## config.mk

```make
export PLATFORM = sky130hd
export DESIGN_NAME = maxpool2_relu
export DESIGN_NICKNAME = d
export VERILOG_FILES = /design/src/rtl/maxpool2_relu.sv
export SDC_FILE = /design/constraint.sdc
export NUM_CORES = 1
export LEC_CHECK = 0
export CORE_UTILIZATION = 54
export CTS_CLUSTER_DIAMETER = 50
export DETAILED_ROUTE_END_ITERATION = 10
export PLACE_DENSITY = 0.77
export SYNTH_ARGS = -nofsm -noshare
export SYNTH_HDL_FRONTEND = slang
export SYNTH_SLANG_ARGS = --single-unit
```

## constraint.sdc

```tcl
create_clock -name clk -period 6.5 [get_ports clk]
set_clock_uncertainty 0.1 [all_clocks]
set_input_delay 1.3 -clock clk [delete_from_list [all_inputs] [get_ports clk]]
set_output_delay 1.3 -clock clk [all_outputs]
set_load 0.05 [all_outputs]
```

## src/rtl/maxpool2_relu.sv

```systemverilog
// ReLU followed by a 2x2 stride-2 max-pool on three channels of a raster-order conv2 stream.
// The channels share one set of row/column counters; only the datapath is replicated.
module maxpool2_relu #(
  parameter int IN_WIDTH  = 8,
  parameter int IN_HEIGHT = 8,
  parameter int DATA_BITS = 12
) (
  input  logic                 clk,
  input  logic                 rst,
  input  logic                 valid_in,
  input  logic [DATA_BITS-1:0] conv_in_1,
  input  logic [DATA_BITS-1:0] conv_in_2,
  input  logic [DATA_BITS-1:0] conv_in_3,
  output logic [DATA_BITS-1:0] pool_out_1,
  output logic [DATA_BITS-1:0] pool_out_2,
  output logic [DATA_BITS-1:0] pool_out_3,
  output logic                 valid_out,
  output logic                 frame_done
);

  localparam int NCH   = 3;
  localparam int PAIRS = IN_WIDTH / 2;
  localparam int PW    = (PAIRS > 1) ? $clog2(PAIRS) : 1;
  localparam int RW    = $clog2(IN_HEIGHT);

  // Column is kept split as {col_pair, col_odd}, so col_pair is col>>1 directly.
  logic [PW-1:0] col_pair;
  logic          col_odd;
  logic [RW-1:0] row;

  logic last_col;
  logic last_row;
  logic row_odd;
  logic lb_write;
  logic emit;

  logic [NCH*DATA_BITS-1:0] din_flat;

  assign din_flat = {conv_in_3, conv_in_2, conv_in_1};

  assign last_col = col_odd && (col_pair == PW'(PAIRS - 1));
  assign last_row = (row == RW'(IN_HEIGHT - 1));
  assign row_odd  = row[0];
  assign lb_write = valid_in && col_odd && !row_odd;
  assign emit     = valid_in && col_odd && row_odd;

  always_ff @(posedge clk or posedge rst) begin
    if (rst) begin
      col_pair <= '0;
      col_odd  <= 1'b0;
      row      <= '0;
    end else if (valid_in) begin
      col_odd <= ~col_odd;
      if (col_odd) begin
        if (last_col) begin
          col_pair <= '0;
          row      <= last_row ? '0 : row + 1'b1;
        end else begin
          col_pair <= col_pair + 1'b1;
        end
      end
    end
  end

  always_ff @(posedge clk or posedge rst) begin
    if (rst) begin
      valid_out  <= 1'b0;
      frame_done <= 1'b0;
    end else begin
      valid_out  <= emit;
      frame_done <= emit && last_col && last_row;
    end
  end

  for (genvar ch = 0; ch < NCH; ch++) begin : g_ch
    logic [DATA_BITS-1:0] din;
    logic [DATA_BITS-1:0] relu_v;
    logic [DATA_BITS-1:0] hold_q;
    logic [DATA_BITS-1:0] pair;
    logic [DATA_BITS-1:0] lb_rd;
    logic [DATA_BITS-1:0] pooled;
    logic [DATA_BITS-1:0] pool_q;
    logic [DATA_BITS-1:0] lb_q [PAIRS];

    assign din    = din_flat[ch*DATA_BITS +: DATA_BITS];
    // After ReLU every value is non-negative, so plain unsigned compares suffice.
    assign relu_v = din[DATA_BITS-1] ? '0 : din;
    assign pair   = (hold_q > relu_v) ? hold_q : relu_v;
    assign lb_rd  = lb_q[col_pair];
    assign pooled = (lb_rd > pair) ? lb_rd : pair;

    always_ff @(posedge clk or posedge rst) begin
      if (rst) begin
        hold_q <= '0;
      end else if (valid_in && !col_odd) begin
        hold_q <= relu_v;
      end
    end

    always_ff @(posedge clk or posedge rst) begin
      if (rst) begin
        for (int i = 0; i < PAIRS; i++) begin
          lb_q[i] <= '0;
        end
      end else if (lb_write) begin
        lb_q[col_pair] <= pair;
      end
    end

    always_ff @(posedge clk or posedge rst) begin
      if (rst) begin
        pool_q <= '0;
      end else if (emit) begin
        pool_q <= pooled;
      end
    end
  end

  assign pool_out_1 = g_ch[0].pool_q;
  assign pool_out_2 = g_ch[1].pool_q;
  assign pool_out_3 = g_ch[2].pool_q;

endmodule

```

==> summary.txt <==
status: completed
total number of vias: 7692
leading area contributor after synthesis: dfrtp_1
clk_lat worst skew: 0.52 ns
Relative slew margins: 24.4%
initial antenna violation count: 0
Slowest-stage cell, CP: clkdlybuf4s50_1
post-synthesis sequential area ratio: 48.6%
DRT iter0 DRCs: 436
ant diodes: 0
Die Ht: 142 µm
Die X: 142 µm
critical path class: input pin to flip-flop
clock edge transition at the registers on the reported setup and hold paths: 0.06 ns
hold wc startpoint: g_ch[2].lb_q[8]$_DFFE_PP0P_
Pre-antenna DRT Iters: 5
Routed WL per cell: 17.4 µm
Synth Cell Area: 10600 µm²
RSZ-0062 raised after global routing: false
Total GRT Usage: 24.4%
routed vias/inst: 5.69
CTS tree: built
worst-path maximum fanout: 11
num rows: 50
ratio of cells with drive above 1 in the final layout: 14.0%
Hold Path Class: flip-flop to flip-flop
min Tclk post-route: 5.49 ns
Yosys reg bits: 206
PostCTS Resize Cnt: 0
Clock Tree Buf Depth: 3
Final Hold Fails: 0
P_leak: 5.57 nW
pin count of the biggest net entering global routing: 106
PortBufs: 73
NumNets Final: 1183
Post-CTS Setup Inserts: 0
IO Count: 77
DRC: 0
WL final: 23500 µm
final-report max-slew violation count: 0
CP peak stage delay: 0.53 ns
number of synthesized flops with an enable pin: 0
fillers: 1423
setup tns final: 0 ns
CTS root buffer: clkbuf_16
vias in the first global route: 7849
final std cells w/o fill: 1352
syn avg cell area: 10.4 µm²
H-Tree Depth: 1
Setup crit end kind: flip-flop
Crit Reg-Reg Startpoint: g_ch[2].hold_q[1]$_DFFE_PP0P_
Synth area leaders: dfrtp_1 49%, ha_1 8.5%, nand2_1 6.9%
GRT Residual Overflow: 0
DP Wirelength: 15700 µm
Fmax: 182 MHz
# clock sinks: 206
hold-fix buffers at CTS: 0
Crit path arrival time: 5.77 ns
worst hold stages: 2
Post-DRT Antenna Nets: 0
CP required: 6.78 ns
first-pass GRT wire length: 39300 µm
DIE AREA: 20200 µm²
Slew @ Worst Pin: 1.13 ns
storage element area: 5160 µm²
Multi-input gate area: 4960 µm²
Period Utilization, post-route: 84.5%
area grow syn2layout: 17.2%
synth warn: 0
CP Launch Type: input pin
TritonCTS Buffers: 26
worst ir drop on vdd: 0.000334 V
Max Cap Viol: 0
final-report setup violation count: 0
Placed Cells: 1304
Starting Density: 56.0%
Synth async-reset ratio: 100%
GP Congestion: 0.826
Cell Pwr Density: 563 nW/µm²
crit path cell chain: clkdlybuf4s50_1 > nand2b_1 > ha_1 > nor2b_1 > o211ai_1 > a211o_1 > a31oi_1 > buf_4 > mux2_2 > ha_1 > and3_1 > a221o_1 > a221o_1 > o22ai_2 > or2_2 > o221ai_1
post-synth cell types: 53
Core ar.: 19000 µm²
CP startpoint: conv_in_3[11]
post-synth top area share: 48.6%
ys flop type: dfrtp_1
R2R cell count: 14
Syn Inst Count: 1016
-- layout make-up --
cell class	instances	share of cell area [%]
clock buffer	34	5.97
clock inverter	14	1.39
inverter	61	1.87
multi-input combinational	690	39.9
sequential	206	41.5
tap	260	2.62
timing repair buffer	87	6.82
-- through the flow --
step | instance area, µm² | hold slack (ns) | util [%] | power [mW] | setup slack, ns
final | 12400 | 0.380 | 65.6 | 7.00 | 1.01
after global routing | 12400 | 0.397 | 65.6 | 7.48 | 0.737
after CTS | 12400 | 0.381 | 65.6 | 7.03 | 1.03
after detailed placement | 11500 | 0.367 | 60.8 | 5.50 | 0.491
after global placement | 11500 | 0.358 | 60.8 | 5.38 | 0.658
after floorplan | 10600 | 0.345 | - | 4.63 | 1.46
-- power by group --
part           internal (mW)  switching [mW]  total (mW)  leakage [nW]
registers               1.84           0.423        2.27          2.71
logic                   1.40            1.84        3.24          2.41
clock network          0.930           0.569        1.50         0.439
-- placed cells by master, fill, tap and decap left out, types with 13 or more instances in the layout --
master / n
dfrtp_1: 205
nand2_1: 192
o21ai_1: 132
clkdlybuf4s50_1: 73
ha_1: 72
inv_1: 59
o21ai_0: 48
mux4_2: 31
nand2b_1: 30
mux2_2: 29
clkbuf_16: 27
a21oi_1: 13
buf_4: 13
-- sequential cells by signal, indices dropped and copies added (netlist names), 2 cells and up --
register / count
g_ch.lb_q: 132
g_ch.hold_q: 33
pool_out_1: 11
pool_out_2: 11
pool_out_3: 11
row: 3
col_pair: 2
-- critical path: cells and delay by family --
kind / cells / cell delay (ns)
mux: 1 / 0.40
buf+inv: 2 / 0.76
compound gates: 7 / 1.75
simple gates: 4 / 0.93
fa+ha+maj: 2 / 0.63
-- worst paths after layout --
| check | slack, ns | endpoint |
|---|---|---|
| min in group asynchronous | 1.21 | g_ch[2].hold_q[8]$_DFFE_PP0P_ |
| setup / recovery | 1.01 | pool_out_3[4]$_DFFE_PP0P_ |
| hold reg to reg | 0.38 | g_ch[2].lb_q[8]$_DFFE_PP0P_ |
| max in group asynchronous | 3.73 | col_pair[0]$_DFFE_PP0P_ |
| setup reg to reg | 2.18 | pool_out_3[4]$_DFFE_PP0P_ |
| hold / removal | 0.38 | g_ch[2].lb_q[8]$_DFFE_PP0P_ |
-- cells by family after synthesis --
group                      Yosys count  share of synthesized area, %
muxes                               74                          11.5
buffers and inverters              122                          4.88
adders and majority gates           72                          8.49
AOI/OAI and AO/OA                  263                          15.1
other                                1                        0.0353
DFF                                206                          48.6
and+or+nand+nor                    277                          11.4
xor gates and xnor gates             1                        0.0826
-- per-layer routing --
metal,up-vias,wire length (µm),global-route usage [%],share of wire (%)
met1,3772,10700,33.8,46
met2,164,11300,40.7,48
met3,43,987,3.30,4.2
met5,-,0,0,0
met4,0,450,6.28,1.9
li1,3713,-,-,-
-- synth_stat cells (4+ instances only) --
cell type	number
nor2_1	9
buf_4	5
nand2b_1	31
a22oi_1	12
dfrtp_1	206
a21o_1	9
mux2_4	9
a211o_1	4
nand2_1	196
o21ai_1	132
buf_2	6
ha_1	72
o221ai_1	12
inv_1	60
o221ai_2	10
nand3_1	8
nor2b_1	10
nand4_1	9
nor3_1	6
mux4_2	31
clkbuf_1	43
o21ai_0	48
a21oi_1	13
mux2_2	29
Note: power is estimated with default switching activity, not from simulation.
